<file path="config.mk">
export PLATFORM = sky130hd
export DESIGN_NAME = fwd_hazard_unit
export DESIGN_NICKNAME = d
export VERILOG_FILES = /design/src/rtl/fwd_hazard_unit.sv
export SDC_FILE = /design/constraint.sdc
export NUM_CORES = 1
export LEC_CHECK = 0
export BUFFER_PORTS_ARGS = -buffer_cell sky130_fd_sc_hd__buf_4
export CAP_MARGIN = 20
export CORE_AREA = 2 2 192 194
export CTS_CLUSTER_SIZE = 24
export DETAILED_ROUTE_END_ITERATION = 7
export DIE_AREA = 0 0 194 196
export HOLD_SLACK_MARGIN = 0.05
export PLACE_DENSITY = 0.49
export SLEW_MARGIN = 10
export SYNTH_ARGS = -nofsm -noshare
export SYNTH_HDL_FRONTEND = slang
export SYNTH_SLANG_ARGS = --single-unit
</file>
<file path="constraint.sdc">
create_clock -name clk -period 3.2 [get_ports clk]
set_input_delay 0.32 -clock clk [delete_from_list [all_inputs] [get_ports clk]]
set_output_delay 0.32 -clock clk [all_outputs]
set_load 0.02 [all_outputs]
</file>
<file path="src/rtl/fwd_hazard_unit.sv">
// Operand forwarding (MEM > WB > LATE > RF) and load-use stall/bubble control
// for the 5-stage pipeline, with saturating stall/forward event counters.
module fwd_hazard_unit #(
  parameter int unsigned DW          = 32,
  parameter int unsigned AW          = 5,
  parameter int unsigned LOAD_LAT    = 1,
  parameter int unsigned PC_INC      = 1,
  parameter int unsigned LATE_BYPASS = 1,
  parameter int unsigned CNT_W       = 16
) (
  input  logic             clk,
  input  logic             rst,
  input  logic             flush,
  input  logic             id_valid,
  input  logic [AW-1:0]    id_ra,
  input  logic [AW-1:0]    id_rb,
  input  logic [AW-1:0]    ex_ra,
  input  logic [AW-1:0]    ex_rb,
  input  logic             ex_regwrite,
  input  logic             ex_memtoreg,
  input  logic [AW-1:0]    ex_dst,
  input  logic [DW-1:0]    rf_a,
  input  logic [DW-1:0]    rf_b,
  input  logic [DW-1:0]    ext,
  input  logic             alusrc,
  input  logic             memwrite,
  input  logic             mem_regwrite,
  input  logic [AW-1:0]    mem_dst,
  input  logic [1:0]       mem_sel,
  input  logic [DW-1:0]    mem_alu,
  input  logic [DW-1:0]    mem_imm,
  input  logic [DW-1:0]    mem_pc,
  input  logic             wb_regwrite,
  input  logic [AW-1:0]    wb_dst,
  input  logic [1:0]       wb_sel,
  input  logic [DW-1:0]    wb_alu,
  input  logic [DW-1:0]    wb_imm,
  input  logic [DW-1:0]    wb_pc,
  input  logic [DW-1:0]    wb_ram,
  output logic [DW-1:0]    x,
  output logic [DW-1:0]    y,
  output logic [DW-1:0]    mem_din,
  output logic             stall,
  output logic             bubble,
  output logic [CNT_W-1:0] stall_count,
  output logic [CNT_W-1:0] fwd_count
);

  localparam int unsigned CW         = 2;
  localparam bit          MULTI_LAT  = (LOAD_LAT > 1);
  localparam logic [CW-1:0] WAIT_INIT = CW'((LOAD_LAT > 1) ? (LOAD_LAT - 2) : 0);
  localparam logic [DW-1:0] PC_STEP  = DW'(PC_INC);

  typedef enum logic {IDLE, WAIT} state_t;

  state_t         state;
  logic [CW-1:0]  cnt;
  logic [DW-1:0]  mem_res, wb_res;
  logic           late_valid;
  logic [AW-1:0]  late_dst;
  logic [DW-1:0]  late_res;
  logic [DW-1:0]  fwd_a, fwd_b;
  logic           hit_a, hit_b;
  logic           hz, fwd_evt;

  function automatic logic stage_hit(input logic we, input logic [AW-1:0] dst,
                                     input logic [AW-1:0] src);
    return we && (dst == src) && (src != '0);
  endfunction

  // Stage result muxes; reserved MEM select falls back to the ALU value.
  always_comb begin
    mem_res = mem_alu;
    case (mem_sel)
      2'd1:    mem_res = mem_imm;
      2'd2:    mem_res = mem_pc + PC_STEP;
      default: mem_res = mem_alu;
    endcase
    wb_res = wb_alu;
    case (wb_sel)
      2'd1:    wb_res = wb_imm;
      2'd2:    wb_res = wb_pc + PC_STEP;
      2'd3:    wb_res = wb_ram;
      default: wb_res = wb_alu;
    endcase
  end

  // Late stage re-presents last cycle's WB write for an RF without write-through.
  always_ff @(posedge clk) begin
    if (rst) begin
      late_valid <= 1'b0;
    end else begin
      late_valid <= (LATE_BYPASS != 0) && wb_regwrite && !flush;
    end
    late_dst <= wb_dst;
    late_res <= wb_res;
  end

  always_comb begin
    hit_a = 1'b1;
    fwd_a = rf_a;
    if (stage_hit(mem_regwrite, mem_dst, ex_ra))     fwd_a = mem_res;
    else if (stage_hit(wb_regwrite, wb_dst, ex_ra))  fwd_a = wb_res;
    else if (stage_hit(late_valid, late_dst, ex_ra)) fwd_a = late_res;
    else                                             hit_a = 1'b0;

    hit_b = 1'b1;
    fwd_b = rf_b;
    if (stage_hit(mem_regwrite, mem_dst, ex_rb))     fwd_b = mem_res;
    else if (stage_hit(wb_regwrite, wb_dst, ex_rb))  fwd_b = wb_res;
    else if (stage_hit(late_valid, late_dst, ex_rb)) fwd_b = late_res;
    else                                             hit_b = 1'b0;
  end

  assign x       = fwd_a;
  assign mem_din = fwd_b;
  assign y       = memwrite ? ext : (hit_b ? fwd_b : (alusrc ? ext : rf_b));
  assign fwd_evt = hit_a || (hit_b && !memwrite);

  assign hz = id_valid && ex_regwrite && ex_memtoreg && (ex_dst != '0) &&
              ((id_ra == ex_dst) || (id_rb == ex_dst));

  assign stall  = !rst && !flush && ((state == WAIT) || hz);
  assign bubble = stall;

  // First stall cycle is spent in IDLE; WAIT covers the remaining LOAD_LAT-1.
  always_ff @(posedge clk) begin
    if (rst || flush) begin
      state <= IDLE;
      cnt   <= '0;
    end else begin
      case (state)
        IDLE: begin
          if (hz && MULTI_LAT) begin
            state <= WAIT;
            cnt   <= WAIT_INIT;
          end
        end
        WAIT: begin
          if (cnt == '0) state <= IDLE;
          else           cnt   <= cnt - CW'(1);
        end
        default: state <= IDLE;
      endcase
    end
  end

  // Saturating performance counters.
  always_ff @(posedge clk) begin
    if (rst) begin
      stall_count <= '0;
      fwd_count   <= '0;
    end else begin
      if (stall && (stall_count != '1)) stall_count <= stall_count + CNT_W'(1);
      if (fwd_evt && (fwd_count != '1)) fwd_count   <= fwd_count + CNT_W'(1);
    end
  end

endmodule

</file>
# After elaboration in Yosys (flattened, before gate mapping)
# Index checks and enable logic that the tools add are counted.
# word_totals
regBits,73
input_bits,369
output_inout_bits,130
elab_cells,82
# op_classes
add_sub_neg,5
eq_ne,15
muxes,18
n_bitwise,2
n_reduce_logical,35
# op_table
operator,count
2-to-1 mux 32 bit,9
case mux 32 bit (3 select lines),1
"adder 32 x 1 -> 32 bit, second input constant",2
case mux 32 bit (2 select lines),1
equality test 5 bit,8
"adder 16 x 1 -> 16 bit, second input constant",2
"inequality test 16 bit, second input constant",2
logical AND 1 bit,22
nonzero test 5 bit,3
2-to-1 mux 1 bit,7
"equality test 2 bit, second input constant",3
"equality test 2 x 1 -> 1 bit, second input constant",2
logical OR 1 bit,4
logical NOT 1 bit,3
logical NOT 2 bit,1
inverter 1 bit,2
AND reduction 2 bit,1
OR reduction 2 bit,1
"subtractor 2 x 1 -> 2 bit, second input constant",1

# Longest topological paths before layout
# logic_depth
word_depth,9
depth_mapped,9
depth_no_buf,8

# Worst setup path after synthesis
# OpenSTA, ideal clock, no wires.
# synth_path
path_kind,input to output
startpoint,input wb_pc[0]
endpoint,output y[26]
t_arrival_ns,2.581
required_ns,2.880
slack_ns,0.299
stages,8
n_path_buf,0
path_cell_list,ha_1 > nand3_1 > or4_1 > nor4_1 > o21ai_1 > a32oi_1 > a21boi_1 > a21o_1
# synth_via
elab_chain_cells,6
# synth_lines
element,line_no,text
from (decl),38,"input logic [DW-1:0] wb_pc,"
adder 32 x 1 -> 32 bit,82,2'd2: wb_res = wb_pc + PC_STEP;
case mux 32 bit (3 select lines),80,case (wb_sel)
2-to-1 mux 32 bit,110,"else if (stage_hit(wb_regwrite, wb_dst, ex_rb)) fwd_b = wb_res;"
2-to-1 mux 32 bit,109,"if (stage_hit(mem_regwrite, mem_dst, ex_rb)) fwd_b = mem_res;"
net mem_din[26],42,"output logic [DW-1:0] mem_din,"
2-to-1 mux 32 bit (2 in series),117,assign y = memwrite ? ext : (hit_b ? fwd_b : (alusrc ? ext : rf_b));
to (decl),41,"output logic [DW-1:0] y,"
# The timed path passes the listed nets, and every way through them passes these cells.

# Final worst setup path
# layout_path
startpoint,register late_dst[4]
endpoint,output y[18]
# layout_via
elab_chain_cells,8
word_cells_on_any_way,11
classes_between,1 x eq/ne; 8 x mux; 2 x reduce/logical
# layout_lines
element,line_no,text
from (decl),60,logic [AW-1:0] late_dst;
from (signal assigned),95,late_dst <= wb_dst;
equality test 5 bit (*),68,return we && (dst == src) && (src != '0);
logical AND 1 bit (*) (2 in series),68,
2-to-1 mux 32 bit or 2-to-1 mux 1 bit (tied branches),111,"else if (stage_hit(late_valid, late_dst, ex_rb)) fwd_b = late_res;"
2-to-1 mux 32 bit or 2-to-1 mux 1 bit (tied branches),110,
2-to-1 mux 32 bit or 2-to-1 mux 1 bit (tied branches),109,
2-to-1 mux 32 bit (*) (2 in series),117,
# Mark *: on every way between the ends. The rest lies on a longest branch, timed or not.

==> impl_metrics.toml <==
[outcome]
status = "complete, no violations"

[power]
internal_power_mw = 2.24
vdd_drop_max_mv = 0.237
seqPwrFrac = 0.271
p_sw_frac = 0.383
pwr-share-clk = 0.288
comb_power_share = 0.441
p_leak_nw = 5.66
p_per_area_mw_per_mm2 = 271
p_switching_mw = 1.39

[run]
max_cap_viol_count = 0

[setup_path]
critPathLaunchType = "register"
critPathKind = "register to output pin"
max_stage_delay_ns = 0.34
crit_path_max_fanout = 29
cp-end-kind = "output pin"
worst_path_max_delay_cell = "mux2_2"
cp_cell_sequence = "xnor2_1 > nand4_1 > nor3_4 > buf_4 > buf_12 > mux2i_1 > a21oi_1 > mux2_2 > a21o_1 > buf_4"
crit_family = "multiplexers"
arrival_ns = 2.80
crit_top_cell = "buf_4"
path_buf_inv = 3
critPathRequiredTime_ns = 2.88

[die]
core-area_mm2 = 0.0361
io_pins = 499
die_y_um = 196
die-area_mm2 = 0.0380
die_x_um = 194
rows = 70
initial_core_util = 0.231

[cts]
cts_tree = "yes"
cts_buffer_depth = 2
root_buffer = "clkbuf_16"
htree_levels = 3
cts_sinks = 73
clock_latency_ns = 0.36
cts_inserted_buffers = 9
hold_buffers = 0
path_clk_slew_ns = 0.07

[logic_synthesis]
synth_area_mm2 = 0.00833
synthFlopType = "dfxtp_1"
synth_cell_types = 68
syn_inst = 1154
yosys_warnings = 0
synthesis.nets = 1530
ys_async_sr_fraction = 0
syn_area_per_cell_um2 = 7.21
synth_edf_count = 0
ys_seq_area_frac = 0.176
synth-seq-cells = 73

[global_route]
grt_overflow = 0
grt_pass1_wl_um = 71700
antenna_found_initial = 3
grt_pass1_vias = 11112
grt_max_degree = 36
grt_util_all_layers = 0.252

[finish]
layout_commonest_cell = "buf_4"
stdcell_count = 2142
nNetsFinal = 2042
final_util = 0.371
area_delta_synth_final_pct = 61.0
layout-drive-gt1-share = 0.385
layout_common_cells = "buf_4 (574), nand2_1 (134), nor2_1 (91)"

[route]
final_antenna_net_count = 0
wire_per_inst_um = 23.5
dr_total_vias = 11122
drt_iter0_drc = 770
routed_via_density = 5.19
routed_wirelength_um = 50300
drc_errors = 0
drt-pass1-iter-count = 6

[sta]
worst_slew_pin_slew_ns = 0.720
relSlewSlack = 0.516
layout_min_cycle_time_ns = 3.12
rsz0062_at_grt = "no"
finalHoldViolCount = 0
final_max_slew_viol_count = 0
fmax_mhz = 321
final.setup_skew_ns = 0.00682
setup_violations = 0
min_period_over_period = 0.974

[placement]
place_congestion = 0.926
placedCellCount = 2122
dp_hpwl_um = 42200
io_buffers = 498

[worst_hold_path]
hold_path.class = "primary input to register"
final timing paths:
kind,start,cells past startpoint,slack [ns],endpoint
max,late_dst[4],10,0.08,y[18]
min reg2reg,cnt[1],2,0.51,cnt[1]
min,wb_dst[2],1,0.10,late_dst[2]
max reg2reg,late_dst[4],9,0.66,fwd_count[15]
per-stage QoR:
stage | worst slack (ns) | instance area, um2 | TNS [ns] | power, mW | hold WS, ns
finish | 0.0828 | 13400 | 0 | 3.64 | 0.100
global route | 0.000737 | 13400 | 0 | 3.80 | 0.0830
CTS | 0.0105 | 13400 | 0 | 3.67 | 0.0811
detailed placement | -0.114 | 13100 | -0.704 | 2.60 | 0.464
global placement | -0.0537 | 13100 | -0.215 | 2.60 | 0.466
floorplan | 0.299 | 8330 | 0 | 1.67 | 0.348
cells by family after synthesis:
family,synth area share
simple gates,0.248
mux,0.131
flops,0.176
compound gates,0.260
xor+xnor,0.121
fa+ha+maj,0.0105
buf+inv,0.0544
layout make-up:
| class | instances | area [um2] |
|---|---|---|
| diodes | 3 | 7.51 |
| clock inverters | 7 | 60.1 |
| inverters | 36 | 135 |
| flip-flops and latches | 73 | 1460 |
| repair buffers | 580 | 4430 |
| fillers | 3878 | 22700 |
| well taps | 468 | 586 |
| multi-input cells | 966 | 6500 |
| clock buffers | 9 | 225 |
power groups by stage:
| stage | logic [mW] | clock network, mW | registers [mW] |
|---|---|---|---|
| 6_report | 1.60 | 1.05 | 0.985 |
| 5_1_grt | 1.71 | 1.11 | 0.990 |
| 4_1_cts | 1.61 | 1.08 | 0.984 |
| 3_5_place_dp | 1.60 | 0 | 1.01 |
| 3_3_place_gp | 1.60 | 0 | 1.00 |
| 2_1_floorplan | 0.668 | 0 | 0.999 |
cells in the mapped netlist, types with 9 or more instances:
cell type,instances,area (um2)
a211oi_1,9,67.6
a21oi_1,64,320
a222oi_1,13,130
a22oi_1,31,233
and2_1,11,68.8
and3_1,13,81.3
and4_1,10,87.6
buf_1,11,41.3
buf_2,14,70.1
clkbuf_1,53,199
dfxtp_1,73,1460
inv_1,36,135
mux2_2,11,124
mux2i_1,73,731
mux4_2,10,225
nand2_1,135,507
nand3_1,55,275
nand4_1,29,181
nor2_1,92,345
nor2b_1,11,68.8
nor3_1,24,120
nor4_1,9,56.3
o211ai_1,33,248
o21ai_0,80,400
o22ai_1,14,87.6
xnor2_1,69,604
xor2_1,46,403
registers in the layout, indices dropped and copies added, names as in the netlist:
| signal | flops |
|---|---|
| late_res | 32 |
| late_dst | 5 |
| stall_count | 16 |
| fwd_count | 16 |
| cnt | 2 |
| state | 1 |
| late_valid | 1 |
worst reg2reg max path: stages, from the launching register on:
cell	delay, ns
dfxtp_1	0.33
xnor2_1	0.18
nand4_1	0.25
nor3_4	0.27
buf_4	0.27
o31ai_4	0.08
buf_4	0.22
a2111oi_0	0.59
xnor2_1	0.18
nor2_1	0.05
routing by layer:
layer | wire length (um) | part of all wire | track usage
met4 | 1750 | 0.035 | 0.0889
met2 | 24300 | 0.48 | 0.435
met1 | 20600 | 0.41 | 0.304
met5 | 0 | 0 | 0
met3 | 3640 | 0.072 | 0.0615
repair_timing:
| item | in CTS | in global routing |
|---|---|---|
| resized for setup | 1 | 7 |
| setup buffers | 0 | 1 |
| endpoints found under the setup margin | 21 | 31 |
| pin swaps | 0 | 4 |
Power figures use the tool's default switching activity.
